**src/rtl/bqu_pkg.sv**
```systemverilog
// Shared types and constants for the batch queue unit: FSM states, default
// framing symbols and pop-order encoding.
package bqu_pkg;

  typedef enum logic [2:0] {
    IDLE,
    LOAD,
    DRAIN,
    FINISH,
    DONE
  } state_t;

  localparam logic [7:0] EOB_DEF  = 8'h3B;
  localparam logic [7:0] EOS_DEF  = 8'h24;
  localparam logic [7:0] NULL_DEF = 8'h30;

  localparam logic MODE_FIFO = 1'b0;
  localparam logic MODE_LIFO = 1'b1;

endpackage

```
**src/rtl/bqu_ring_buf.sv**
```systemverilog
// Circular item buffer with head (oldest) and tail (next free) pointers;
// pops may come from either end so the same contents serve FIFO or LIFO use.
module bqu_ring_buf #(
  parameter int DATA_W = 8,
  parameter int DEPTH  = 16,
  parameter int CNT_W  = $clog2(DEPTH + 1)
) (
  input  logic              clk,
  input  logic              rst,
  input  logic              push,
  input  logic [DATA_W-1:0] push_data,
  input  logic              pop_head,
  input  logic              pop_tail,
  output logic [DATA_W-1:0] head_data,
  output logic [DATA_W-1:0] tail_data,
  output logic [CNT_W-1:0]  count,
  output logic              full,
  output logic              empty
);

  localparam int PTR_W = $clog2(DEPTH);

  logic [DATA_W-1:0] mem [DEPTH];
  logic [PTR_W-1:0]  head;
  logic [PTR_W-1:0]  tail;
  logic [PTR_W-1:0]  tail_prev;
  logic              push_ok;
  logic              pop_h_ok;
  logic              pop_t_ok;

  assign full      = (count == CNT_W'(DEPTH));
  assign empty     = (count == '0);
  assign tail_prev = tail - PTR_W'(1);
  assign head_data = mem[head];
  assign tail_data = mem[tail_prev];

  // Head pop has priority; a tail pop never coincides with a push.
  assign push_ok  = push && !full;
  assign pop_h_ok = pop_head && !empty;
  assign pop_t_ok = pop_tail && !empty && !pop_head && !push;

  always_ff @(posedge clk) begin
    if (push_ok) mem[tail] <= push_data;
  end

  always_ff @(posedge clk or posedge rst) begin
    if (rst) begin
      head  <= '0;
      tail  <= '0;
      count <= '0;
    end else begin
      if (pop_h_ok) head <= head + PTR_W'(1);
      if (push_ok) tail <= tail + PTR_W'(1);
      else if (pop_t_ok) tail <= tail_prev;
      if (push_ok && !(pop_h_ok || pop_t_ok)) count <= count + CNT_W'(1);
      else if (!push_ok && (pop_h_ok || pop_t_ok)) count <= count - CNT_W'(1);
    end
  end

endmodule

```
**src/rtl/batch_queue_unit.sv**
```systemverilog
// Batch queue unit: loads a byte stream into a ring buffer and drains a
// per-batch pop count in FIFO or LIFO order. Optional RESIDUE_DRAIN_EN drains leftovers at end of stream.
module batch_queue_unit
  import bqu_pkg::*;
#(
  parameter int                DATA_W   = 8,
  parameter int                DEPTH    = 16,
  parameter int                CNT_W    = $clog2(DEPTH + 1),
  parameter logic [DATA_W-1:0] EOB_SYM  = DATA_W'(EOB_DEF),
  parameter logic [DATA_W-1:0] EOS_SYM  = DATA_W'(EOS_DEF),
  parameter logic [DATA_W-1:0] NULL_SYM = DATA_W'(NULL_DEF)
) (
  input  logic              clk,
  input  logic              rst,
  input  logic              ready_in,
  input  logic [DATA_W-1:0] data_in,
  input  logic              mode,
  input  logic [CNT_W-1:0]  pop_num,
  output logic              busy,
  output logic              valid_out,
  output logic [DATA_W-1:0] data_out,
  output logic              done_batch,
  output logic              done_all,
  output logic              overflow,
  output logic              valid_res
);

  state_t            state;
  logic              batch_mode;
  logic [CNT_W-1:0]  remaining;
  logic              null_pending;
  logic              accepting;
  logic              is_eob;
  logic              is_eos;
  logic              push;
  logic              pop_head;
  logic              pop_tail;
  logic [DATA_W-1:0] head_data;
  logic [DATA_W-1:0] tail_data;
  logic [CNT_W-1:0]  count;
  logic              full;
  logic              empty;

  assign accepting = ready_in && (state == IDLE || state == LOAD);
  assign is_eob    = (data_in == EOB_SYM);
  assign is_eos    = (data_in == EOS_SYM);
  assign push      = accepting && !is_eob && !is_eos;

  always_comb begin
    pop_head = 1'b0;
    pop_tail = 1'b0;
    if (state == DRAIN && !null_pending && remaining != '0) begin
      if (batch_mode == MODE_FIFO) pop_head = 1'b1;
      else pop_tail = 1'b1;
    end
`ifdef RESIDUE_DRAIN_EN
    if (state == FINISH && !empty) pop_head = 1'b1;
`endif
  end

  bqu_ring_buf #(
    .DATA_W(DATA_W),
    .DEPTH (DEPTH),
    .CNT_W (CNT_W)
  ) u_buf (
    .clk      (clk),
    .rst      (rst),
    .push     (push),
    .push_data(data_in),
    .pop_head (pop_head),
    .pop_tail (pop_tail),
    .head_data(head_data),
    .tail_data(tail_data),
    .count    (count),
    .full     (full),
    .empty    (empty)
  );

`ifdef RESIDUE_DRAIN_EN
  logic res_strobe;
  assign valid_res = res_strobe;
`else
  assign valid_res = 1'b0;
`endif

  always_ff @(posedge clk or posedge rst) begin
    if (rst) begin
      state        <= IDLE;
      batch_mode   <= MODE_FIFO;
      remaining    <= '0;
      null_pending <= 1'b0;
      busy         <= 1'b0;
      valid_out    <= 1'b0;
      data_out     <= '0;
      done_batch   <= 1'b0;
      done_all     <= 1'b0;
      overflow     <= 1'b0;
`ifdef RESIDUE_DRAIN_EN
      res_strobe   <= 1'b0;
`endif
    end else begin
      valid_out  <= 1'b0;
      done_batch <= 1'b0;
`ifdef RESIDUE_DRAIN_EN
      res_strobe <= 1'b0;
`endif
      unique case (state)
        IDLE, LOAD: begin
          if (ready_in) begin
            if (is_eob) begin
              // The batch pops min(n, count); zero means a single NULL output.
              batch_mode   <= mode;
              remaining    <= (pop_num < count) ? pop_num : count;
              null_pending <= (pop_num == '0) || empty;
              state        <= DRAIN;
            end else if (is_eos) begin
              state <= FINISH;
            end else begin
              state <= LOAD;
              if (full) overflow <= 1'b1;
            end
          end
        end
        DRAIN: begin
          if (null_pending) begin
            valid_out    <= 1'b1;
            busy         <= 1'b1;
            data_out     <= NULL_SYM;
            null_pending <= 1'b0;
          end else if (remaining != '0) begin
            valid_out <= 1'b1;
            busy      <= 1'b1;
            data_out  <= (batch_mode == MODE_FIFO) ? head_data : tail_data;
            remaining <= remaining - CNT_W'(1);
          end else begin
            busy       <= 1'b0;
            done_batch <= 1'b1;
            state      <= LOAD;
          end
        end
        FINISH: begin
`ifdef RESIDUE_DRAIN_EN
          if (!empty) begin
            res_strobe <= 1'b1;
            data_out   <= head_data;
          end else begin
            done_all <= 1'b1;
            state    <= DONE;
          end
`else
          done_all <= 1'b1;
          state    <= DONE;
`endif
        end
        DONE: ;
        default: state <= IDLE;
      endcase
    end
  end

endmodule

```
**config.mk**
```make
export PLATFORM = sky130hd
export DESIGN_NAME = batch_queue_unit
export DESIGN_NICKNAME = d
export VERILOG_FILES = /design/src/rtl/bqu_pkg.sv /design/src/rtl/bqu_ring_buf.sv /design/src/rtl/batch_queue_unit.sv
export SDC_FILE = /design/constraint.sdc
export NUM_CORES = 1
export LEC_CHECK = 0
export CORE_MARGIN = 2
export CORE_UTILIZATION = 55
export DETAILED_ROUTE_END_ITERATION = 6
export MAX_ROUTING_LAYER = met4
export PLACE_DENSITY = 0.73
export SKIP_LAST_GASP = 1
export SYNTH_ARGS = -nofsm -noshare
export SYNTH_HDL_FRONTEND = slang
export SYNTH_SLANG_ARGS = --single-unit
```
**constraint.sdc**
```tcl
create_clock -name clk -period 7 [get_ports clk]
set_input_delay 1.75 -clock clk [delete_from_list [all_inputs] [get_ports clk]]
set_output_delay 1.75 -clock clk [all_outputs]
set_load 0.02 [all_outputs]
```
# Word-level counts from Yosys, hierarchy flattened
# Memories as Yosys holds them, arrays and structs flattened.
# Index checks and enable logic that the tools add are counted.
# Widths: inputs -> output; s select.
[op_classes]
add_sub_neg = 6
order_cmp = 1
eq_ne = 12
muxes = 34
bitwise_logic = 3
n_reduce_logical = 39
[op_table]
columns = ["operator", "n"]
rows = [
  ["$mux 5", 7],
  ["$mux 8", 3],
  ["$eq 8x6->1 const B", 2],
  ["$mux 1", 14],
  ["$logic_and 1x1->1", 12],
  ["$pmux 3 s4", 1],
  ["$logic_not 5->1", 2],
  ["$pmux 5 s2", 1],
  ["$reduce_and 5->1", 2],
  ["$sub 5x1->5 const B", 2],
  ["$logic_not 1->1", 9],
  ["$mux 3", 3],
  ["$add 4x1->4 const B", 2],
  ["$mux 4", 2],
  ["$ne 2x2->1 const B", 4],
  ["$reduce_bool 2->1", 4],
  ["$eq 3x2->1 const B", 2],
  ["$reduce_and 3->1", 2],
  ["$add 5x1->5 const B", 1],
  ["$eq 5x5->1 const B", 1],
  ["$lt 5x5->1", 1],
  ["$reduce_bool 5->1", 1],
  ["$mux 2", 2],
  ["$reduce_and 4->1", 1],
  ["10 further kinds", 14],
]
[totals]
register_bits = 36
mem_bits_rw = 128
in_bits = 17
output_inout_bits = 14
word_cells = 109
memories = 1
[mem_list]
columns = ["memory", "depth", "word_bits", "read_ports", "rd_clocked_by_memory_dff", "write_ports", "line_no", "text"]
rows = [
  ["u_buf.mem", 16, 8, 2, 0, 1, "bqu_ring_buf.sv:23", "logic [DATA_W-1:0] mem [DEPTH];"],
]

# Longest topological paths before layout
# Gate-level depths: netlist (run 1).
[depth]
word_depth = 11
mapped_depth = 13
depth_no_buf = 12

# By module
# Synthesis (run 1) repeated with hierarchy kept, for this count alone.
[unflattened]
cells_unflattened = 513
area_unflattened_um2 = 8172.8
[by_module_without_submodules]
columns = ["module", "instances", "cells_per_inst", "area_per_inst_um2", "seq_area_each_um2"]
rows = [
  ["bqu_ring_buf", 1, 375, 6860.3, 4169.0],
  ["batch_queue_unit", 1, 138, 1312.5, 575.6],
]

# Worst setup path after synthesis (run 1)
# No wires, ideal clock.
[synth_path]
kind = "input -> register"
startpoint = "input data_in[0]"
endpoint = "register u_buf.count[4]"
setup_ps = 123
t_arrival_ps = 3905
required_time_ps = 6877
path_slack_ps = 2972
cell_stages = 12
path_buffers = 1
cell_sequence = "and4b_1 > mux2i_1 > o211a_1 > clkbuf_1 > ha_1 > inv_1 > fa_1 > a21o_1 > a21oi_1 > xnor2_1 > nor2_1 > xnor2_1"
[synth_between]
elab_chain_cells = 10
word_cells_on_any_way = 16
cone_classes = "eq/ne: 2; mux: 1; reduce/logical: 13"
[synth_lines]
columns = ["item", "line_no", "text"]
rows = [
  ["from (decl)", "batch_queue_unit.sv:16", "input logic [DATA_W-1:0] data_in,"],
  ["$eq 8x6->1", "batch_queue_unit.sv:45", "assign is_eob = (data_in == EOB_SYM);"],
  ["$logic_not 1->1", "batch_queue_unit.sv:47", "assign push = accepting && !is_eob && !is_eos;"],
  ["$logic_and 1x1->1", "batch_queue_unit.sv:47", ""],
  ["$logic_and 1x1->1 *", "batch_queue_unit.sv:47", ""],
  ["$logic_not 1->1", "bqu_ring_buf.sv:40", "assign pop_t_ok = pop_tail && !empty && !pop_head && !push;"],
  ["$logic_and 1x1->1", "bqu_ring_buf.sv:40", ""],
  ["$logic_or 1x1->1", "bqu_ring_buf.sv:55, bqu_ring_buf.sv:56", ""],
  ["$logic_not 1->1", "bqu_ring_buf.sv:55", "if (push_ok && !(pop_h_ok || pop_t_ok)) count <= count + CNT_W'(1);"],
  ["$logic_and 1x1->1", "bqu_ring_buf.sv:55", ""],
  ["$mux 5 or $reduce_bool 2->1 (tied branches)", "-", ""],
  ["to (signal assigned)", "bqu_ring_buf.sv:55", ""],
  ["to (signal assigned)", "bqu_ring_buf.sv:56", "else if (!push_ok && (pop_h_ok || pop_t_ok)) count <= count - CNT_W'(1);"],
  ["to (decl)", "bqu_ring_buf.sv:16", "output logic [CNT_W-1:0] count,"],
]
# Every way passes the cells marked *; elsewhere a longest branch is shown, timed or not.
# A chain may end at the register's enable or synchronous reset.

# Worst setup path in the final report (run 1)
[layout_path]
startpoint = "input data_in[5]"
endpoint = "register u_buf.count[4]"
# Same word-level chain as after synthesis.

==> reports/qor.yml, run 1 <==
dp.final_hpwl_um: 11300
antenna_found_initial: 0
synth_edf_count: 128
min_period_ps: 4790
worstPathCellList: "clkdlybuf4s50_1, nor3b_1, inv_1, o211a_1, ha_1, inv_1, ha_1, a21o_1, a21oi_1, xnor2_1, nor2_1, xnor2_1"
setup_viol: 0
ys.flop_type: "edfxtp_1"
hold_path_class: "flop to flop"
yosysWarningCount: 0
timing.final.crit_share_pct: 68.5
cp-startpoint: "data_in[5]"
irDropWorstVdd_v: 0.000193
fmax_mhz: 209
gp_congestion: 0.827
grt_max_degree: 39
ys_seq_area_share_pct: 58.9
synth.distinct_cells: 61
status: "finished, final reports clean"
hold_viol_final: 0
grt.overflow.total: 0
synthesis.area_um2: 8060
numPortBuffers: 29
worst-path-buf-inv: 3
die_x_um: 125
synth_top_area_share_pct: 47.7
placementRows: 44
ant_nets: 0
firstDrtPassIters: 7
via_count: 4590
pre_cts_ws_ps: 1830
boundaryPins: 31
rsz0062_at_grt: "no"
highest_layer: "met4"
r2r-start: "u_buf.tail[0]$_DFFE_PP0P_"
nNetsFinal: 543
drc_errors: 0
p_comb_share_pct: 33.2
wl_per_cell_um: 26.2
syn_inst: 482
power_frac_clock_pct: 28.3
final_common_cell: "edfxtp_1"
endpoint_kind: "flop"
postCtsSetupBuffers: 0
critPathMaxStageDelay_ps: 830
clk_pin_slew_ps: 70
clock_path_buffers: 2
worstReg2RegEnd: "data_out[7]$_DFFE_PP0P_"
cts_resized: 0
r2r_cells: 8
slew_viol_final: 0
met1_length_um: 7580
max_cap_violations: 0
critPathLaunchType: "primary input"
cp.arrival_ps: 5120
internal-power_uw: 2270
synth_area_leaders: "edfxtp_1 (48%), mux4_2 (18%), dfrtp_1 (11%)"
p_switching_uw: 1050
r2r_slack_ps: 3620
core_um2: 14400
drive_gt1_share_pct: 25.3
async_reset_ff_share_pct: 22.0
cts_buffers: 17
cts_tree: "built"
initial_core_util_pct: 55.9
syn_to_final_growth_pct: 12.8
final_cell_mix: "edfxtp_1 (128), mux4_2 (64), dfrtp_1 (34)"
insertion_delay_ps: 430
grt_pass1_wl_um: 28500
clock-sinks: 164
clock_skew_ps: 8.76
dr_wl_met3_um: 1290
worstSetupPathType: "primary input to flop"
routed_wl_um: 18500
dr_wl_met2_um: 9200
critPathTopFamily: "buffers and inverters"
crit_required_ps: 7320
die_area_um2: 15600
htree_levels: 4
tightest_slew_ps: 1180
seqPwrFrac_pct: 38.5
syn_area_per_cell_um2: 16.7
grt_pass1_vias: 4690
via_per_inst: 6.50
power_density_nw_per_um2: 366
crit_slowest_cell: "clkdlybuf4s50_1"
worst_slack_ps: 2210
switching_share_pct: 31.7
setup_tns_ps: 0
diodes: 0
grt_use_total_pct: 25.9
ctsHoldBuffers: 0
leakagePower_uw: 0.00318
critical_path.max_fanout: 22
worst-path-stages: 12
cp-endpoint: "u_buf.count[4]$_DFFE_PP0P_"
ys_ff_latch: 164
die_y_um: 125
first_iter_violations: 499
clock-root-buffer: "clkbuf_16"
synth.net_count: 516
holdPathStages: 1
synth_top_area_cell: "edfxtp_1"
slew_headroom_pct: 21.5
[cell type report]
cell class              count  area [um2]
fillers                  1014        5330
flip-flops and latches    164        4750
multi-input cells         275        3120
clock buffers              18         429
repair buffers             36         343
well taps                 184         230
clock inverters            14         169
inverters                  15        56.3
[Yosys cell counts (all sizes together), types with 10 or more instances]
library cell and count:
edfxtp 128, mux4 64, dfrtp 36, mux2i 22
buf 20, mux2 19, and3 18, ha 16
nand2 16, inv 15, a21oi 14, nor2 10
xnor2 10
[registers in the layout, summed over array words and instances (netlist names)]
signal	count
done_batch	1
data_out	8
u_buf.tail	4
remaining	5
valid_out	1
batch_mode	1
done_all	1
busy	1
null_pending	1
overflow	1
u_buf.head	4
u_buf.mem	128
state	3
u_buf.count	5
[stage by stage]
step           total power, uW  instance area, um2  hold WS [ps]  util [%]  std cells
6_report                  3330                9090           466      63.0        706
4_1_cts                   3340                9090           467      63.0        706
3_3_place_gp              2360                8490           442      58.9        674
3_5_place_dp              2400                8490           448      58.9        674
2_1_floorplan             2100                8060           467         -        482
5_1_grt                   3480                9090           490      63.0        706
[how the worst min path moves through the flow]
stage	start	end	slack (ps)
finish	done_all$_DFFE_PP0P_	done_all$_DFFE_PP0P_	470
global route	done_all$_DFFE_PP0P_	done_all$_DFFE_PP0P_	490
CTS	done_all$_DFFE_PP0P_	done_all$_DFFE_PP0P_	470
detailed placement	done_all$_DFFE_PP0P_	done_all$_DFFE_PP0P_	450
global placement	done_all$_DFFE_PP0P_	done_all$_DFFE_PP0P_	440
floorplan	u_buf.head[3]$_DFFE_PP0P_	u_buf.head[3]$_DFFE_PP0P_	470
[routing by layer]
metal	vias up	GRT usage, %
met5	-	-
met4	0	9.80
met3	24	6.03
met2	191	39.5
met1	2374	34.5
li1	2001	-
[power groups by stage]
stage               clock [uW]  sequential, uW  combinational [uW]
finish                     943            1280                1110
floorplan                    0            1280                 818
global route               996            1290                1190
global placement             0            1290                1070
CTS                        951            1280                1110
detailed placement           0            1300                1100
[logic make-up (layout without fill, tap and decap cells)]
group,count (synthesis),after routing,synth area share [%]
AND/OR/NAND/NOR,74,74,5.53
other,1,1,0.0465
multiplexers,105,105,23.3
flip-flops,164,164,58.9
buffers and inverters,43,83,2.55
AO/OA/AOI/OAI,64,64,5.48
adder cells (fa/ha/maj),17,17,2.73
XOR/XNOR,14,14,1.52
Power figures use the tool's default switching activity.
==> inputs of run 2 (changes only) <==
PLACE_DENSITY = 0.76   (was 0.73)
clock period = 3.96 ns   (was 7 ns; I/O delays follow)
==> run 2 against run 1 <==
Net effect: clock-buffer cell count is 2 higher; first-iteration DRC count is 23% lower; setup slack worse by 1700 ps; final cell count is 1.7% higher; critical endpoint unchanged; critical path depth stayed put; highest routed layer unchanged; global-route usage hardly changed; flip-flop and latch count stayed put; clock skew is 0.96 ps lower; largest cell class unchanged.
==> reports/qor.yml, run 2 (same netlist as run 1, synthesis figures left out) <==
grt_use_met2_pct: 39.5  # about the same
initial_core_util_pct: 55.9  # unchanged
grt_use_total_pct: 25.9  # -0.037 points
routed_wl_um: 18400  # -0.69%
clock_path_buffers: 2  # unchanged
cts_buffers: 17  # unchanged
holdPathStages: 1  # unchanged
critical_path.max_fanout: 5  # -77%
insertion_delay_ps: 430  # about the same
reg_top3: "u_buf.mem (128), data_out (8)"
r2r-start: "u_buf.count[1]$_DFFE_PP0P_"
crit_required_ps: 4270  # -3050 ps
die_x_um: 125  # unchanged
hold_path_class: "flop to flop"
busiest_layer: "met2"
hold_viol_final: 0  # unchanged
final_cell_mix: "edfxtp_1 (128), mux4_2 (64), dfrtp_1 (34)"
postCtsSetupBuffers: 0  # unchanged
regMostFlops: "u_buf.mem"
clock_skew_ps: 7.80  # -0.959 ps
power_density_nw_per_um2: 639  # +75%
grt_pass1_vias: 4904  # +4.6%
gp_congestion: 0.875  # +5.8%
fmax_mhz: 292
timing.final.crit_share_pct: 86.3
dp.final_hpwl_um: 12200  # +7.3%
drc_errors: 0  # unchanged
globalRouteMet1Util_pct: 33.5  # -1.0 points
final_common_cell: "edfxtp_1"
via_per_inst: 6.54  # +0.54%
r2r_slack_ps: 900  # -2720 ps
clock-root-buffer: "clkbuf_16"
endpoint_kind: "flop"
rsz0062_at_grt: "no"
clock-sinks: 164  # unchanged
worstSetupPathType: "primary input to flop"
min_from: "done_all$_DFFE_PP0P_"
clk_pin_slew_ps: 60  # about the same
use_met3_pct: 6.89  # +0.86 points
numPortBuffers: 29  # unchanged
first_iter_violations: 382  # -23%
via_count: 4693  # +2.2%
boundaryPins: 31  # unchanged
cp.arrival_ps: 3730  # -1390 ps
irDropWorstVdd_v: 0.000637  # +230%
drive_gt1_share_pct: 27.0  # +1.7 points
max_cap_violations: 0  # unchanged
setup_viol: 0  # unchanged
grt_pass1_wl_um: 29000  # +1.5%
cts_tree: "built"
grt.overflow.total: 0  # unchanged
antenna_found_initial: 0  # unchanged
regArea_um2: 4750  # unchanged
min_period_ps: 3420
wl_per_cell_um: 25.6  # -2.3%
ant_nets: 0  # unchanged
nNetsFinal: 555  # +2.2%
cts_resized: 0  # unchanged
fin_util_pct: 63.6  # +0.56 points
firstDrtPassIters: 7  # unchanged
setup_tns_ps: 0  # unchanged
htree_levels: 4  # unchanged
grt_max_degree: 37  # -5.1%
die_y_um: 125  # unchanged
tightest_slew_ps: 1120  # -57.3 ps
core_um2: 14400  # unchanged
syn_to_final_growth_pct: 13.8
die_area_um2: 15600  # unchanged
slew_headroom_pct: 25.3  # +3.8 points
largest_reg_flops: 128  # unchanged
multi_input_area_um2: 3120  # unchanged
diodes: 0  # unchanged
leakagePower_uw: 0.00323  # +1.8%
critPathLaunchType: "primary input"
status: "finished, final reports clean"
fill_cells: 1018  # +0.39%
r2r_cells: 10  # +2
placementRows: 44  # unchanged
worstReg2RegEnd: "u_buf.count[4]$_DFFE_PP0P_"
min_to: "done_all$_DFFE_PP0P_"
ctsHoldBuffers: 0  # unchanged
slew_viol_final: 0  # unchanged
## run 2: cell count changes in the layout (fill, tap and decap cells not counted)
cell,change
clkinv_2,+4
buf_4,+12
clkinv_4,+1
inv_6,-5
inv_8,-2
clkbuf_8,+2
## run 2: power breakdown
| part | switching, uW | internal [uW] |
|---|---|---|
| sequential | 229 | 2090 |
| combinational | 933 | 994 |
| clock | 654 | 960 |
## run 2: layout make-up
| class | instances | area share (%) |
|---|---|---|
| well taps | 184 | 2.51 |
| multi-input cells | 275 | 34.0 |
| clock inverters | 12 | 1.43 |
| repair buffers | 48 | 4.72 |
| flip-flops and latches | 164 | 51.8 |
| clock buffers | 20 | 4.98 |
| inverters | 15 | 0.614 |
## run 2: critical path, cell delays in order
cell and delay, ps:
clkdlybuf4s50_1 560, and4b_1 310, mux2i_1 230, o211a_1 220, ha_1 180, inv_1 110, fa_1 420, a21o_1 190
a21oi_1 170, xnor2_1 140, nor2_1 70, xnor2_1 130
## run 2: through the flow
step	total power, uW	instance area (um2)	std cells	hold WS, ps	worst slack, ps
after detailed placement	4260	8580	686	445	118
after global routing	6130	9170	718	483	336
after global placement	4210	8580	686	449	206
final	5860	9170	718	452	541
after floorplan	3720	8060	482	467	692
after CTS	5890	9170	718	458	542
## run 2: per-layer routing
metal,vias to the layer above,part of all wire [%]
met5,-,0
met4,0,3.3
met3,44,8.9
met2,228,49
met1,2399,39
li1,2022,-
## run 2: worst max path at each step
stage,from,endpoint,slack [ps],cells after the start
2_1_floorplan,data_in[0],u_buf.count[4]$_DFFE_PP0P_,690,12
3_3_place_gp,data_in[0],u_buf.count[4]$_DFFE_PP0P_,210,12
3_5_place_dp,data_in[0],u_buf.count[4]$_DFFE_PP0P_,120,12
4_1_cts,data_in[0],u_buf.count[4]$_DFFE_PP0P_,540,12
5_1_grt,data_in[0],u_buf.count[4]$_DFFE_PP0P_,340,12
6_report,data_in[0],u_buf.count[4]$_DFFE_PP0P_,540,12
==> inputs of run 3 (changes only) <==
PLACE_DENSITY = 0.73   (was 0.76)
clock period = 3.8 ns   (was 3.96 ns; I/O delays follow)
==> run 3 against run 2 <==
Net effect: core utilization up 1.9 points; critical endpoint unchanged; global-route usage up 0.62 points; via count rose by 4.2%; largest power group unchanged; die area did not move.
==> reports/qor.yml, run 3 (same netlist as run 1, synthesis figures left out) <==
multi_input_area_um2: 3120  # unchanged
cp.arrival_ps: 3610  # -120 ps
grt_pass1_wl_um: 29400  # +1.6%
final_common_cell: "edfxtp_1"
wl_per_cell_um: 25.4  # -0.63%
p_switching_uw: 1960  # +7.9%
timing.final.crit_share_pct: 86.7
leakagePower_uw: 0.00341  # +5.5%
cts_buffers: 17  # unchanged
irDropWorstVdd_v: 0.000486  # -24%
clock-root-buffer: "clkbuf_16"
grt_use_total_pct: 26.5  # +0.62 points
htree_levels: 4  # unchanged
slew_viol_final: 0  # unchanged
routed_wl_um: 19100  # +3.8%
endpoint_kind: "flop"
status: "finished, final reports clean"
switching_share_pct: 31.5  # +0.49 points
cp-endpoint: "u_buf.count[4]$_DFFE_PP0P_"
regMostFlops: "u_buf.mem"
regArea_um2: 4750  # unchanged
internal-power_uw: 4270  # +5.5%
grt_pass1_vias: 5095  # +3.9%
max_cap_violations: 0  # unchanged
worst-path-buf-inv: 2  # unchanged
die_y_um: 125  # unchanged
first_iter_violations: 445  # +16%
die_area_um2: 15600  # unchanged
cp_common_cell: "xnor2_1"
worstSetupPathType: "primary input to flop"
via_count: 4888  # +4.2%
r2r-start: "remaining[0]$_DFFE_PP0P_"
hold_viol_final: 0  # unchanged
antenna_found_initial: 0  # unchanged
cts_resized: 0  # unchanged
gp_congestion: 0.805  # -8.0%
crit_required_ps: 4120  # -150 ps
critical_path.max_fanout: 4  # -1
rsz0062_at_grt: "no"
seqPwrFrac_pct: 37.9  # -1.7 points
fmax_mhz: 304
ctsHoldBuffers: 0  # unchanged
placed_area_um2: 8840  # +2.9%
tightest_slew_ps: 1040  # -85.3 ps
clock_path_buffers: 2  # unchanged
placementRows: 44  # unchanged
clk_pin_slew_ps: 60  # about the same
worstPathCellList: "clkdlybuf4s50_1, and4b_1, mux2i_1, o211a_1, ha_1, inv_1, fa_1, a21o_1, a21oi_1, xnor2_1, nor2_1, xnor2_1"
core_um2: 14400  # unchanged
fill_cells: 977  # -4.0%
via_per_inst: 6.52  # -0.29%
numPortBuffers: 29  # unchanged
worstReg2RegEnd: "u_buf.count[4]$_DFFE_PP0P_"
grt.overflow.total: 0  # unchanged
setup_viol: 0  # unchanged
hold_path_class: "flop to flop"
boundaryPins: 31  # unchanged
cts_tree: "built"
clock-sinks: 164  # unchanged
reg_top3: "u_buf.mem (128), data_out (8)"
drc_errors: 0  # unchanged
critPathTopFamily: "buffers and inverters"
initial_core_util_pct: 55.9  # unchanged
worst-path-stages: 12  # unchanged
power_density_nw_per_um2: 660  # +3.1%
die_x_um: 125  # unchanged
ant_nets: 0  # unchanged
grt_max_degree: 38  # +2.7%
power_frac_clock_pct: 28.2  # +0.7 points
slew_headroom_pct: 31.0  # +5.7 points
clock_skew_ps: 10.5  # +2.70 ps
syn_to_final_growth_pct: 17.2
cp-startpoint: "data_in[0]"
dp.final_hpwl_um: 12700  # +4.3%
nNetsFinal: 587  # +5.8%
r2r_slack_ps: 860  # -40 ps
firstDrtPassIters: 5  # -2
min_period_ps: 3290
crit_slowest_cell: "clkdlybuf4s50_1"
postCtsSetupBuffers: 0  # unchanged
critPathMaxStageDelay_ps: 520  # -40 ps
diodes: 0  # unchanged
r2r_cells: 12  # +2
critPathLaunchType: "primary input"
insertion_delay_ps: 430  # about the same
final_cell_mix: "edfxtp_1 (128), mux4_2 (64), buf_4 (50)"
p_comb_share_pct: 33.9  # +1.0 points
setup_tns_ps: 0  # unchanged
stdcell_area_um2: 9450  # +3.0%
drive_gt1_share_pct: 31.3  # +4.3 points
largest_reg_flops: 128  # unchanged
## run 3: cell types whose count changed in the layout (fill, tap and decap cells not counted)
cell      change
buf_12        +1
clkbuf_8      -2
clkinv_8      +1
clkbuf_1      -1
inv_6         +6
buf_4        +31
clkinv_4      -2
clkinv_2      -4
inv_8         +2
## run 3: layout make-up
type                    count  share of cell area, %
clock buffers              17                   4.50
clock inverters            15                   1.96
inverters                  15                  0.596
multi-input cells         275                   33.0
flip-flops and latches    164                   50.3
well taps                 184                   2.44
repair buffers             80                   7.26
## run 3: through the flow
step	utilization (%)	hold slack [ps]	instances	worst slack, ps	power (uW)
after detailed placement	61.3	448	718	79.1	4490
after global routing	65.5	489	750	354	6520
after global placement	61.3	448	718	105	4440
after floorplan	-	467	482	572	3870
after CTS	65.5	467	750	527	6260
final	65.5	466	750	507	6230
## run 3: worst min-delay path by stage
stage	startpoint	end	depth (start not counted)
detailed placement	done_all$_DFFE_PP0P_	done_all$_DFFE_PP0P_	1
finish	done_all$_DFFE_PP0P_	done_all$_DFFE_PP0P_	1
global route	done_all$_DFFE_PP0P_	done_all$_DFFE_PP0P_	1
global placement	done_all$_DFFE_PP0P_	done_all$_DFFE_PP0P_	1
floorplan	u_buf.head[3]$_DFFE_PP0P_	u_buf.head[3]$_DFFE_PP0P_	1
CTS	done_all$_DFFE_PP0P_	done_all$_DFFE_PP0P_	1
## run 3: power groups by stage
stage	combinational, uW	clock (uW)	sequential [uW]
2_1_floorplan	1510	0	2370
3_3_place_gp	2070	0	2380
3_5_place_dp	2100	0	2390
4_1_cts	2130	1770	2360
5_1_grt	2280	1850	2390
6_report	2110	1750	2360
## run 3: routing by layer
metal  GRT usage, %  part of all wire, %  up-vias
li1               -                    -     2101
met1           33.0                   39     2529
met2           43.4                   51      212
met3           5.78                  6.9       46
met4           9.35                  2.8        0
met5              -                    0        -
## run 3: worst reg2reg max path, stage by stage (launching register included)
cell and delay, ps:
dfrtp_1 400, inv_1 100, ha_1 150, or4b_4 550, o211ai_1 240, ha_1 230
inv_1 90, fa_1 390, a21o_1 190, a21oi_1 170, xnor2_1 130, nor2_1 60
xnor2_1 120
